`config.mk`:
```
export PLATFORM = sky130hd
export DESIGN_NAME = motion_arbiter
export DESIGN_NICKNAME = d
export VERILOG_FILES = /design/src/rtl/motion_arbiter.sv
export SDC_FILE = /design/constraint.sdc
export NUM_CORES = 1
export LEC_CHECK = 0
export CAP_MARGIN = 25
export CORE_MARGIN = 2
export CORE_UTILIZATION = 53
export CTS_CLUSTER_SIZE = 14
export DETAILED_ROUTE_END_ITERATION = 16
export HOLD_SLACK_MARGIN = 0.03
export PLACE_DENSITY_LB_ADDON = 0.3
export REMOVE_ABC_BUFFERS = 1
export SLEW_MARGIN = 30
export SYNTH_ARGS = -nofsm -noshare
export SYNTH_HDL_FRONTEND = slang
export SYNTH_SLANG_ARGS = --single-unit
```
`constraint.sdc`:
```
create_clock -name clk -period 2.4 [get_ports clk]
set_input_delay 0.24 -clock clk [delete_from_list [all_inputs] [get_ports clk]]
set_output_delay 0.24 -clock clk [all_outputs]
set_load 0.02 [all_outputs]
```
`src/rtl/motion_arbiter.sv`:
```
// -----------------------------------------------------------------------------
// motion_arbiter
//
// Sets the pace of the block/ship sprite's position. The system clock is
// divided into move ticks. On each tick the four direction requests are
// arbitrated round-robin, and the winner moves the sprite one step, wrapping at
// the screen edges. If the same direction is granted for ACCEL_TICKS ticks in a
// row, the step grows from STEP to STEP_FAST. A recenter request beats every
// direction. A freeze request halts both the tick divider and all motion.
//
// Ports
//   clk        system clock
//   rst        asynchronous reset, active low (asserted when 0)
//   up         level request, move toward Y_MIN
//   down       level request, move toward Y_MAX
//   left       level request, move toward X_MIN
//   right      level request, move toward X_MAX
//   recenter   level; on a tick, return to (X_CTR, Y_CTR)
//   freeze     level; holds the tick counter and suppresses ticks
//   xpos       sprite centre x (hCount domain)
//   ypos       sprite centre y (vCount domain)
//   dir        last granted direction: 0 right, 1 left, 2 up, 3 down
//   moving     1 while the most recent tick granted a direction
//   move_pulse one-cycle pulse in the cycle after any position change
//   fast       1 while STEP_FAST is in effect
//
// All outputs come straight from registers. There is no combinational path
// from any input to any output.
// -----------------------------------------------------------------------------
module motion_arbiter #(
  parameter int TICK_DIV    = 500000,
  parameter int STEP        = 2,
  parameter int STEP_FAST   = 4,
  parameter int ACCEL_TICKS = 8,
  parameter int X_MIN       = 150,
  parameter int X_MAX       = 780,
  parameter int Y_MIN       = 35,
  parameter int Y_MAX       = 514,
  parameter int X_CTR       = 450,
  parameter int Y_CTR       = 250
) (
  input  logic       clk,
  input  logic       rst,
  input  logic       up,
  input  logic       down,
  input  logic       left,
  input  logic       right,
  input  logic       recenter,
  input  logic       freeze,
  output logic [9:0] xpos,
  output logic [9:0] ypos,
  output logic [1:0] dir,
  output logic       moving,
  output logic       move_pulse,
  output logic       fast
);

  // ---------------------------------------------------------------------------
  // Widths and sized constants
  // ---------------------------------------------------------------------------
  localparam int CNT_W = (TICK_DIV > 1) ? $clog2(TICK_DIV) : 1;
  localparam int RUN_W = $clog2(ACCEL_TICKS + 1);

  localparam logic [CNT_W-1:0] TICK_LAST = CNT_W'(TICK_DIV - 1);
  localparam logic [RUN_W-1:0] RUN_MAX   = RUN_W'(ACCEL_TICKS);
  localparam logic [RUN_W-1:0] RUN_ONE   = RUN_W'(1);

  // Position arithmetic is done 11 bits wide, so xpos+step never overflows
  // before it is compared against the wrap bound.
  localparam logic [10:0] STEP_W      = 11'(STEP);
  localparam logic [10:0] STEP_FAST_W = 11'(STEP_FAST);
  localparam logic [10:0] X_MIN_W     = 11'(X_MIN);
  localparam logic [10:0] X_MAX_W     = 11'(X_MAX);
  localparam logic [10:0] Y_MIN_W     = 11'(Y_MIN);
  localparam logic [10:0] Y_MAX_W     = 11'(Y_MAX);
  localparam logic [9:0]  X_MIN_P     = 10'(X_MIN);
  localparam logic [9:0]  X_MAX_P     = 10'(X_MAX);
  localparam logic [9:0]  Y_MIN_P     = 10'(Y_MIN);
  localparam logic [9:0]  Y_MAX_P     = 10'(Y_MAX);
  localparam logic [9:0]  X_CTR_P     = 10'(X_CTR);
  localparam logic [9:0]  Y_CTR_P     = 10'(Y_CTR);

  // Direction encoding, shared by dir, rr_ptr and the request vector index.
  localparam logic [1:0] DIR_RIGHT = 2'd0;
  localparam logic [1:0] DIR_LEFT  = 2'd1;
  localparam logic [1:0] DIR_UP    = 2'd2;
  localparam logic [1:0] DIR_DOWN  = 2'd3;

  // ---------------------------------------------------------------------------
  // State
  // ---------------------------------------------------------------------------
  logic [CNT_W-1:0] tick_cnt_reg,   tick_cnt_next;
  logic [1:0]       rr_ptr_reg,     rr_ptr_next;
  logic [RUN_W-1:0] run_cnt_reg,    run_cnt_next;
  logic [9:0]       xpos_reg,       xpos_next;
  logic [9:0]       ypos_reg,       ypos_next;
  logic [1:0]       dir_reg,        dir_next;
  logic             moving_reg,     moving_next;
  logic             move_pulse_reg, move_pulse_next;
  logic             fast_reg,       fast_next;

  // ---------------------------------------------------------------------------
  // Tick divider
  // ---------------------------------------------------------------------------
  logic tick;

  assign tick = (tick_cnt_reg == TICK_LAST) && !freeze;

  always_comb begin
    tick_cnt_next = tick_cnt_reg;
    if (!freeze) begin
      if (tick_cnt_reg == TICK_LAST) begin
        tick_cnt_next = '0;
      end else begin
        tick_cnt_next = tick_cnt_reg + CNT_W'(1);
      end
    end
  end

  // ---------------------------------------------------------------------------
  // Round-robin arbiter
  // Slot gi of the rotated view holds the request at position rr_ptr+gi (mod 4).
  // The lowest active slot wins, so the search starts at rr_ptr.
  // ---------------------------------------------------------------------------
  logic [3:0] req;
  logic [1:0] cand_idx [4];
  logic [3:0] cand_req;
  logic       grant_valid;
  logic [1:0] grant_idx;

  assign req = {down, up, left, right};

  genvar gi;
  generate
    for (gi = 0; gi < 4; gi++) begin : g_rotate
      assign cand_idx[gi] = rr_ptr_reg + 2'(gi);
      assign cand_req[gi] = req[cand_idx[gi]];
    end
  endgenerate

  always_comb begin
    grant_valid = 1'b0;
    grant_idx   = rr_ptr_reg;
    for (int k = 3; k >= 0; k--) begin
      if (cand_req[k]) begin
        grant_valid = 1'b1;
        grant_idx   = cand_idx[k];
      end
    end
  end

  // ---------------------------------------------------------------------------
  // Step size and wrapped candidate positions
  // The step is chosen from the run length accumulated before this tick, so
  // the (ACCEL_TICKS+1)-th consecutive grant is the first fast one.
  // ---------------------------------------------------------------------------
  logic        use_fast;
  logic [10:0] step_sel;
  logic [10:0] x_ext, y_ext;
  logic [10:0] x_plus, x_minus, y_plus, y_minus;
  logic [9:0]  x_right_pos, x_left_pos, y_down_pos, y_up_pos;

  assign use_fast = (run_cnt_reg >= RUN_MAX);
  assign step_sel = use_fast ? STEP_FAST_W : STEP_W;
  assign x_ext    = {1'b0, xpos_reg};
  assign y_ext    = {1'b0, ypos_reg};
  assign x_plus   = x_ext + step_sel;
  assign x_minus  = x_ext - step_sel;
  assign y_plus   = y_ext + step_sel;
  assign y_minus  = y_ext - step_sel;

  // Moving past either bound jumps to the opposite bound. The subtraction is
  // guarded by the comparison, so x_minus/y_minus never underflow when used.
  assign x_right_pos = (x_plus > X_MAX_W)             ? X_MIN_P : x_plus[9:0];
  assign x_left_pos  = (x_ext < (X_MIN_W + step_sel)) ? X_MAX_P : x_minus[9:0];
  assign y_down_pos  = (y_plus > Y_MAX_W)             ? Y_MIN_P : y_plus[9:0];
  assign y_up_pos    = (y_ext < (Y_MIN_W + step_sel)) ? Y_MAX_P : y_minus[9:0];

  // ---------------------------------------------------------------------------
  // Per-tick update
  // moving_reg/dir_reg record what the previous tick granted. Together they
  // show whether this grant continues an unbroken run.
  // ---------------------------------------------------------------------------
  logic same_run;

  assign same_run = moving_reg && (grant_idx == dir_reg);

  always_comb begin
    rr_ptr_next     = rr_ptr_reg;
    run_cnt_next    = run_cnt_reg;
    xpos_next       = xpos_reg;
    ypos_next       = ypos_reg;
    dir_next        = dir_reg;
    moving_next     = moving_reg;
    fast_next       = fast_reg;
    move_pulse_next = 1'b0;

    if (tick) begin
      if (recenter) begin
        xpos_next       = X_CTR_P;
        ypos_next       = Y_CTR_P;
        moving_next     = 1'b0;
        run_cnt_next    = '0;
        fast_next       = 1'b0;
        move_pulse_next = (xpos_reg != X_CTR_P) || (ypos_reg != Y_CTR_P);
      end else if (grant_valid) begin
        dir_next        = grant_idx;
        moving_next     = 1'b1;
        move_pulse_next = 1'b1;
        fast_next       = use_fast;
        rr_ptr_next     = grant_idx + 2'd1;
        if (same_run) begin
          run_cnt_next = (run_cnt_reg >= RUN_MAX) ? RUN_MAX : run_cnt_reg + RUN_ONE;
        end else begin
          run_cnt_next = RUN_ONE;
        end
        unique case (grant_idx)
          DIR_RIGHT: xpos_next = x_right_pos;
          DIR_LEFT:  xpos_next = x_left_pos;
          DIR_UP:    ypos_next = y_up_pos;
          DIR_DOWN:  ypos_next = y_down_pos;
          default:   xpos_next = xpos_reg;
        endcase
      end else begin
        moving_next  = 1'b0;
        run_cnt_next = '0;
        fast_next    = 1'b0;
      end
    end
  end

  // ---------------------------------------------------------------------------
  // Registers
  // ---------------------------------------------------------------------------
  always_ff @(posedge clk or negedge rst) begin
    if (!rst) begin
      tick_cnt_reg   <= '0;
      rr_ptr_reg     <= DIR_RIGHT;
      run_cnt_reg    <= '0;
      xpos_reg       <= X_CTR_P;
      ypos_reg       <= Y_CTR_P;
      dir_reg        <= DIR_RIGHT;
      moving_reg     <= 1'b0;
      move_pulse_reg <= 1'b0;
      fast_reg       <= 1'b0;
    end else begin
      tick_cnt_reg   <= tick_cnt_next;
      rr_ptr_reg     <= rr_ptr_next;
      run_cnt_reg    <= run_cnt_next;
      xpos_reg       <= xpos_next;
      ypos_reg       <= ypos_next;
      dir_reg        <= dir_next;
      moving_reg     <= moving_next;
      move_pulse_reg <= move_pulse_next;
      fast_reg       <= fast_next;
    end
  end

  assign xpos       = xpos_reg;
  assign ypos       = ypos_reg;
  assign dir        = dir_reg;
  assign moving     = moving_reg;
  assign move_pulse = move_pulse_reg;
  assign fast       = fast_reg;

endmodule

```
==> impl_metrics.csv, run 1 <==
group,metric,value,unit
floorplanning,vertical_extent_of_the_die,87.86,µm
pwr,internal_power,1.522,mW
yosys,synth_area_leader_cell,"sky130_fd_sc_hd__dfrtp_1",
sta,grt_setup_unrepaired,"true",
cts,cts_buffers,5,
global_routing,grt_most_used_layer,"met2",
layout,multi_input_comb_area,2480,µm²
global_routing,grt_remaining_overflow,0,
setup_path,crit_start_category,"flop",
pwr,power_frac_clock,23.5,%
sta,pins_over_slew_limit,0,
yosys,synth_largest_type_area_fraction,26.18,%
setup_path,category_of_the_worst_setup_path_capture_point,"flop",
layout,fraction_of_layout_instances_using_a_drive_strength_above_1,32.09,%
global_routing,grt_usage,30.93,%
route,post_drt_wl_per_cell,16.78,µm
global_routing,first_pass_grt_wire_length,18.82,mm
cts,clock_transition_at_the_register_clock_pins_on_the_worst_setup_and_hold_paths_after_cts,0.11,ns
pwr,leakagePower,2.291,nW
global_routing,pin_count_of_the_biggest_net_entering_global_routing,22,
cts,clockRootBuffer,"sky130_fd_sc_hd__clkbuf_8",
cts,cts.sink_count,49,
yosys,synth_edf_count,0,
yosys,synth_flop_cell,"sky130_fd_sc_hd__dfrtp_1",
layout,mostFrequentLayoutCell,"sky130_fd_sc_hd__buf_4",
layout,area.sequential,1240,µm²
placement,dp_cells,673,
sta,layout_setup_ws,-0.07812,ns
global_routing,groute.layer.met3.usage,4.147,%
cts,cts_tree,"yes",
route,drt_drc_violations_left,0,
route,totalWireLength,11.55,mm
route,drtIter0Drc,244,
pwr,power_switching_share,35.10,%
floorplanning,ioPinCount,33,
placement,place_hpwl,8.455,mm
status,failing_checks,"setup timing",
floorplanning,core-area,6794,µm²
floorplanning,dieArea,7719,µm²
cts,cts_buffer_depth,2,
yosys,syn_area,3727,µm²
pwr,power.net_switching,823.3,µW
yosys,fraction_of_synthesis_flops_using_an_asynchronous_set_or_reset_pin,100.0,%
setup_path,ff2ff_path_depth,11,
global_routing,first_global_vias,4027,
worst_hold_path,hold_path.class,"in -> async",
layout,instances_no_fill,688,
route,vias_post_dr,4099,
yosys,post_synth_inst_count,463,
sta,finalSetupTns,-0.5993,ns
sta,min_period,2.478,ns
sta,setup_viol,14,
floorplanning,initial_core_util,54.86,%
setup_path,crit_buf_inv,2,
setup_path,critical_path_depth,11,
layout,fill_cells,473,
floorplanning,die_w,87.86,µm
setup_path,crit-reg2reg-launch,"run_cnt_reg[3]",
layout,largest_reg_flops,19,
setup_path,crit_path_max_incr_delay,0.54,ns
setup_path,cpLargestDelayFamily,"compound AO/OA/AOI/OAI gates",
pwr,seq_power_share,41.3,%
layout,areaGrowthSynthToFinish,39.74,%
route,route.detailed.vias_per_inst,5.958,
setup_path,timing.critical_path.required,2.62,ns
cts,worst_skew_pair.late_latency,0.32,ns
yosys,syn_avg_cell_area,8.050,µm²
floorplanning,floorplan.rows,30,
global_routing,grtUsageMet1,41.53,%
sta,skew,0.007568,ns
layout,nNetsFinal,614,
sta,maximum_clock_frequency,0.4035,GHz
yosys,ys_top_cells_by_area,"sky130_fd_sc_hd__dfrtp_1 26%, sky130_fd_sc_hd__dfstp_2 7.0%, sky130_fd_sc_hd__nand2_1 5.1%",
setup_path,critical_path_peak_fanout,5,
yosys,postSynthRegisterBits,49,
status,status,"complete, but fails checks",
cts,htree_num_levels,2,
route,first_pass_iters,5,
setup_path,crit_path_start,"run_cnt_reg[3]",
global_routing,antenna_found_initial,0,
sta,hold-worst-slack,0.3595,ns
placement,gp_congestion,0.8804,
route,antenna_violating_nets_post_route,0,
pwr,power_density,450.3,nW/µm²
yosys,yosysWarningCount,0,
setup_path,timing.critical_path.mode_cell,"sky130_fd_sc_hd__nand2_2",
setup_path,worst_setup_path_type,"reg -> reg",
sta,final_min_period_over_clock_period,103.3,%
placement,io_buffers,31,
global_routing,met2_usage,52.07,%
setup_path,cp_data_arrival_time,2.70,ns
layout,inserted_diodes,0,
setup_path,crit_slowest_cell,"sky130_fd_sc_hd__fa_2",
yosys,synth.yosys.seq_area_share,33.23,%
sta,hold_viol_final,0,
layout,mostFrequentLayoutCells,"113 x sky130_fd_sc_hd__buf_4, 47 x sky130_fd_sc_hd__nand2_1, 41 x sky130_fd_sc_hd__nor2_1, 38 x sky130_fd_sc_hd__dfrtp_1, 27 x sky130_fd_sc_hd__clkdlybuf4s50_1",
pwr,irDropWorstVdd,0.3328,mV
setup_path,path_cells,"inv_4 > nand2_2 > fa_2 > nand2b_4 > a211oi_1 > o22ai_1 > nand4_1 > a211oi_2 > buf_4 > nand2_2 > a22o_1",
pwr,power.combinational.fraction,35.3,%
job,max_cap_violations,0,
yosys,netlist-cell-type-count,69,
-- synth_stat cells (3+ instances only) --
library cell                count
sky130_fd_sc_hd__a211oi_1       7
sky130_fd_sc_hd__and2_1         3
sky130_fd_sc_hd__nand4_1       10
sky130_fd_sc_hd__buf_2          3
sky130_fd_sc_hd__dfstp_2       10
sky130_fd_sc_hd__nand2_1       51
sky130_fd_sc_hd__or2_2          4
sky130_fd_sc_hd__and3_1         7
sky130_fd_sc_hd__mux2_2         3
sky130_fd_sc_hd__nand3_1       21
sky130_fd_sc_hd__o221ai_1       3
sky130_fd_sc_hd__nor2_1        46
sky130_fd_sc_hd__a31oi_1       10
sky130_fd_sc_hd__nand2b_1       5
sky130_fd_sc_hd__xnor2_1       18
sky130_fd_sc_hd__inv_1         24
sky130_fd_sc_hd__nor4_1         8
sky130_fd_sc_hd__o31ai_1        3
sky130_fd_sc_hd__or3_1          4
sky130_fd_sc_hd__a21oi_1       18
sky130_fd_sc_hd__o21ai_0       27
sky130_fd_sc_hd__nor3b_1        3
sky130_fd_sc_hd__o211ai_1       3
sky130_fd_sc_hd__dfrtp_1       39
sky130_fd_sc_hd__clkbuf_1      19
sky130_fd_sc_hd__nor3_1        15
sky130_fd_sc_hd__and4_1         4
sky130_fd_sc_hd__xor2_1        11
sky130_fd_sc_hd__a41oi_1        4
sky130_fd_sc_hd__nand3b_1       4
sky130_fd_sc_hd__o22ai_1        5
sky130_fd_sc_hd__a21o_1         3
sky130_fd_sc_hd__o2111ai_1      4
sky130_fd_sc_hd__ha_1          13
sky130_fd_sc_hd__nor2b_1        7
-- final timing paths --
| kind | slack [ns] | end |
|---|---|---|
| max in group asynchronous | 1.41 | run_cnt_reg[3] |
| worst max-delay path | -0.08 | xpos[4] |
| min in group clk | 0.52 | fast |
| worst min register to register | 0.52 | fast |
| worst max register to register | -0.08 | xpos[4] |
| worst min-delay path | 0.36 | xpos[5] |
-- through the flow --
stage               utilization (%)  worst slack (ns)  area, µm²  total power [mW]
finish                        76.67          -0.07812       5209             2.346
global route                  76.67           -0.2031       5209             2.459
CTS                           75.41          -0.05438       5124             2.314
detailed placement            71.53           -0.5511       4860             1.736
global placement              71.53           -0.4288       4860             1.705
floorplan                         -           -0.4829       3623             1.346
-- cells by family (layout without fill, tap and decap cells) --
| family | count (synthesis) | after routing | share of synthesized area, % |
|---|---|---|---|
| and+or+nand+nor | 206 | 206 | 28.13 |
| AOI/OAI and AO/OA | 110 | 110 | 19.91 |
| DFF | 49 | 49 | 33.23 |
| buffers and inverters | 49 | 178 | 5.203 |
| xor gates and xnor gates | 29 | 29 | 6.814 |
| adders and majority gates | 15 | 15 | 5.438 |
| muxes | 4 | 4 | 1.175 |
| other | 1 | 1 | 0.1006 |
-- power groups by stage --
stage	Combinational [mW]	Clock, mW	Sequential [mW]
after floorplan	0.309	0	1.04
after global placement	0.728	0	0.977
after detailed placement	0.756	0	0.981
after CTS	0.800	0.547	0.967
after global routing	0.901	0.578	0.979
final	0.827	0.550	0.968
-- worst register-to-register path, cell delays in order, from the launching register on --
cell,delay [ns]
sky130_fd_sc_hd__dfrtp_2,0.49
sky130_fd_sc_hd__inv_4,0.11
sky130_fd_sc_hd__nand2_2,0.05
sky130_fd_sc_hd__fa_2,0.55
sky130_fd_sc_hd__nand2b_4,0.12
sky130_fd_sc_hd__a211oi_1,0.06
sky130_fd_sc_hd__o22ai_1,0.15
sky130_fd_sc_hd__nand4_1,0.21
sky130_fd_sc_hd__a211oi_2,0.23
sky130_fd_sc_hd__buf_4,0.17
sky130_fd_sc_hd__nand2_2,0.06
sky130_fd_sc_hd__a22o_1,0.17
-- area by class of cell --
class	instances	share of cell area [%]
multi-input combinational	365	47.61
clock buffer	5	1.321
tap	96	2.306
clock inverter	3	0.4804
timing repair buffer	146	22.70
sequential	49	23.80
inverter	24	1.778
-- layer usage --
layer  up-vias  part of all wire [%]
met5         -                     0
met4         0                   2.0
met3        26                   6.0
met2       171                    50
met1      1970                    42
li1       1932                     -
-- timing repair --
action,4_1_cts,5_1_grt
pin swaps,15,9
setup buffers,5,1
hold endpoints to repair,12,0
hold buffers,1,0
gates resized for setup,41,21
setup endpoints to repair,19,21
Note: power is estimated with default switching activity, not from simulation.
==> run 2: changes to the inputs <==
--- a/config.mk
+++ b/config.mk
@@ -12,7 +12,6 @@
 export DETAILED_ROUTE_END_ITERATION = 16
 export HOLD_SLACK_MARGIN = 0.03
 export PLACE_DENSITY_LB_ADDON = 0.3
-export REMOVE_ABC_BUFFERS = 1
 export SLEW_MARGIN = 30
 export SYNTH_ARGS = -nofsm -noshare
 export SYNTH_HDL_FRONTEND = slang
==> impl_metrics.csv, run 2 (synthesis gave the netlist of run 1 again) <==
group,metric,value,unit
sta,grt_setup_unrepaired,"true",
route,first_pass_iters,5,
sta,hold_viol_final,0,
status,failing_checks,"setup timing",
job,max_cap_violations,0,
pwr,leakagePower,2.311,nW
sta,slew-limit-headroom,56.82,%
floorplanning,die_w,87.86,µm
layout,area.sequential,1240,µm²
yosys,total_nets_after_synthesis,486,
setup_path,crit_start_category,"flop",
status,status,"complete, but fails checks",
cts,cts_buffers,5,
pwr,seq_power_share,38.6,%
floorplanning,core-area,6794,µm²
cts,cts.sink_count,49,
route,drt_drc_violations_left,0,
floorplanning,vertical_extent_of_the_die,87.86,µm
pwr,internal_power,1.715,mW
placement,postPlaceCellArea,4833,µm²
pwr,power_density,474.2,nW/µm²
sta,min_period,2.559,ns
layout,largest_reg_flops,19,
route,post_drt_wl_per_cell,17.36,µm
cts,worst_skew_pair.late_latency,0.32,ns
floorplanning,ioPinCount,33,
layout,multi_input_comb_area,2586,µm²
route,vias_post_dr,4131,
setup_path,crit-reg2reg-launch,"run_cnt_reg[3]",
global_routing,grt_remaining_overflow,0,
global_routing,antenna_found_initial,0,
pwr,irDropWorstVdd,0.4195,mV
sta,finalSetupTns,-1.557,ns
layout,mostFrequentLayoutCell,"sky130_fd_sc_hd__buf_4",
cts,clock_transition_at_the_register_clock_pins_on_the_worst_setup_and_hold_paths_after_cts,0.10,ns
pwr,power_frac_clock,28.6,%
layout,fill_cells,432,
floorplanning,floorplan.rows,30,
layout,inserted_diodes,0,
layout,post-route-cell-area,5336,µm²
setup_path,crit_path_start,"run_cnt_reg[3]",
global_routing,grt_usage,30.80,%
sta,maximum_clock_frequency,0.3908,GHz
cts,cts_tree,"yes",
global_routing,pin_count_of_the_biggest_net_entering_global_routing,50,
placement,gp_congestion,1.079,
floorplanning,initial_core_util,54.86,%
cts,htree_num_levels,2,
global_routing,first_global_vias,3979,
layout,instances_no_fill,684,
placement,dp_cells,666,
setup_path,category_of_the_worst_setup_path_capture_point,"flop",
route,totalWireLength,11.87,mm
layout,fraction_of_layout_instances_using_a_drive_strength_above_1,35.20,%
pwr,power_switching_share,32.24,%
pwr,post-layout-total-power,2.531,mW
layout,nNetsFinal,610,
placement,io_buffers,31,
route,drtIter0Drc,427,
route,antenna_violating_nets_post_route,0,
placement,place_hpwl,8.291,mm
setup_path,cp_data_arrival_time,2.81,ns
setup_path,critical_path_peak_fanout,6,
layout,mostFrequentLayoutCells,"107 x sky130_fd_sc_hd__buf_4, 45 x sky130_fd_sc_hd__nand2_1, 42 x sky130_fd_sc_hd__nor2_1, 38 x sky130_fd_sc_hd__dfrtp_1, 29 x sky130_fd_sc_hd__clkdlybuf4s50_1",
global_routing,first_pass_grt_wire_length,18.71,mm
setup_path,worst_setup_path_type,"reg -> reg",
floorplanning,dieArea,7719,µm²
sta,pins_over_slew_limit,0,
pwr,power.net_switching,816.0,µW
sta,skew,0.01369,ns
sta,layout_setup_ws,-0.1589,ns
cts,clockRootBuffer,"sky130_fd_sc_hd__clkbuf_8",
cts,cts_buffer_depth,2,
placement,dp_worst_setup_slack,-0.4170,ns
sta,tightest_slew,0.6419,ns
pwr,power.combinational.fraction,32.8,%
sta,final_min_period_over_clock_period,106.6,%
route,route.detailed.vias_per_inst,6.039,
sta,setup_viol,16,
layout,areaGrowthSynthToFinish,43.17,%
setup_path,timing.critical_path.required,2.65,ns
worst_hold_path,hold_path.class,"in -> async",
## run 2: changes by cell type in the layout (fill, tap and decap cells not counted), moves of 2 or more
cell                              change
sky130_fd_sc_hd__nand2_1              -2
sky130_fd_sc_hd__a211oi_2             +3
sky130_fd_sc_hd__bufinv_16            +2
sky130_fd_sc_hd__o221ai_2             +2
sky130_fd_sc_hd__a211oi_1             -4
sky130_fd_sc_hd__a21oi_2              +3
sky130_fd_sc_hd__a21oi_1              -3
sky130_fd_sc_hd__clkdlybuf4s50_1      +2
sky130_fd_sc_hd__o221ai_1             -2
sky130_fd_sc_hd__buf_4                -6
sky130_fd_sc_hd__inv_6                -2
sky130_fd_sc_hd__dlymetal6s2s_1       -2
## run 2: path summary, 6_finish.rpt
| kind | cells past startpoint | to | slack, ns |
|---|---|---|---|
| worst max-delay path | 10 | ypos[5] | -0.16 |
| worst min-delay path | 3 | xpos[4] | 0.42 |
| min in group clk | 1 | tick_cnt_reg[3] | 0.50 |
| max in group asynchronous | 3 | ypos[3] | 1.67 |
| worst min register to register | 1 | tick_cnt_reg[3] | 0.50 |
| worst max register to register | 10 | ypos[5] | -0.16 |
## run 2: critical path, cell delays in order (launching register included)
cell and delay (ns):
sky130_fd_sc_hd__dfrtp_2 0.49, sky130_fd_sc_hd__buf_4 0.16, sky130_fd_sc_hd__fa_2 0.36, sky130_fd_sc_hd__buf_4 0.15, sky130_fd_sc_hd__or2_4 0.23, sky130_fd_sc_hd__a221oi_4 0.29
sky130_fd_sc_hd__a41oi_2 0.19, sky130_fd_sc_hd__o21ai_2 0.25, sky130_fd_sc_hd__buf_4 0.15, sky130_fd_sc_hd__o2111a_1 0.17, sky130_fd_sc_hd__o21ai_1 0.06
## run 2: power groups by stage
stage | Combinational [mW] | Sequential (mW) | Clock (mW)
global route | 0.901 | 0.981 | 0.748
global placement | 0.708 | 0.977 | 0
floorplan | 0.352 | 1.01 | 0
CTS | 0.776 | 0.967 | 0.722
detailed placement | 0.734 | 0.981 | 0
finish | 0.830 | 0.977 | 0.724
## run 2: cell type report
cell class,count,area share (%)
clock inverter,3,1.219
sequential,49,23.24
timing repair buffer,142,21.81
inverter,24,1.735
tap,96,2.251
clock buffer,5,1.290
multi-input combinational,365,48.46
## run 2: through the flow
step / hold slack [ns] / util [%]
floorplan: -0.05559 / -
global placement: 0.2494 / 71.14
detailed placement: 0.2463 / 71.14
CTS: 0.4465 / 75.65
global route: 0.4802 / 78.55
finish: 0.4247 / 78.55
## run 2: what timing repair did
| action | CTS | global route |
|---|---|---|
| endpoints found under the hold margin | 39 | 0 |
| setup endpoints to repair | 20 | 20 |
| buffers inserted | 5 | 5 |
| hold buffers | 1 | 0 |
| pin swaps | 18 | 18 |
| resized for setup | 38 | 40 |
## run 2: layer usage
layer,vias to the layer above,GRT usage (%),part of all wire (%)
li1,1911,-,-
met1,1990,41.81,42
met2,200,51.24,50
met3,30,4.430,6.6
met4,0,9.231,1.8
met5,-,0,0
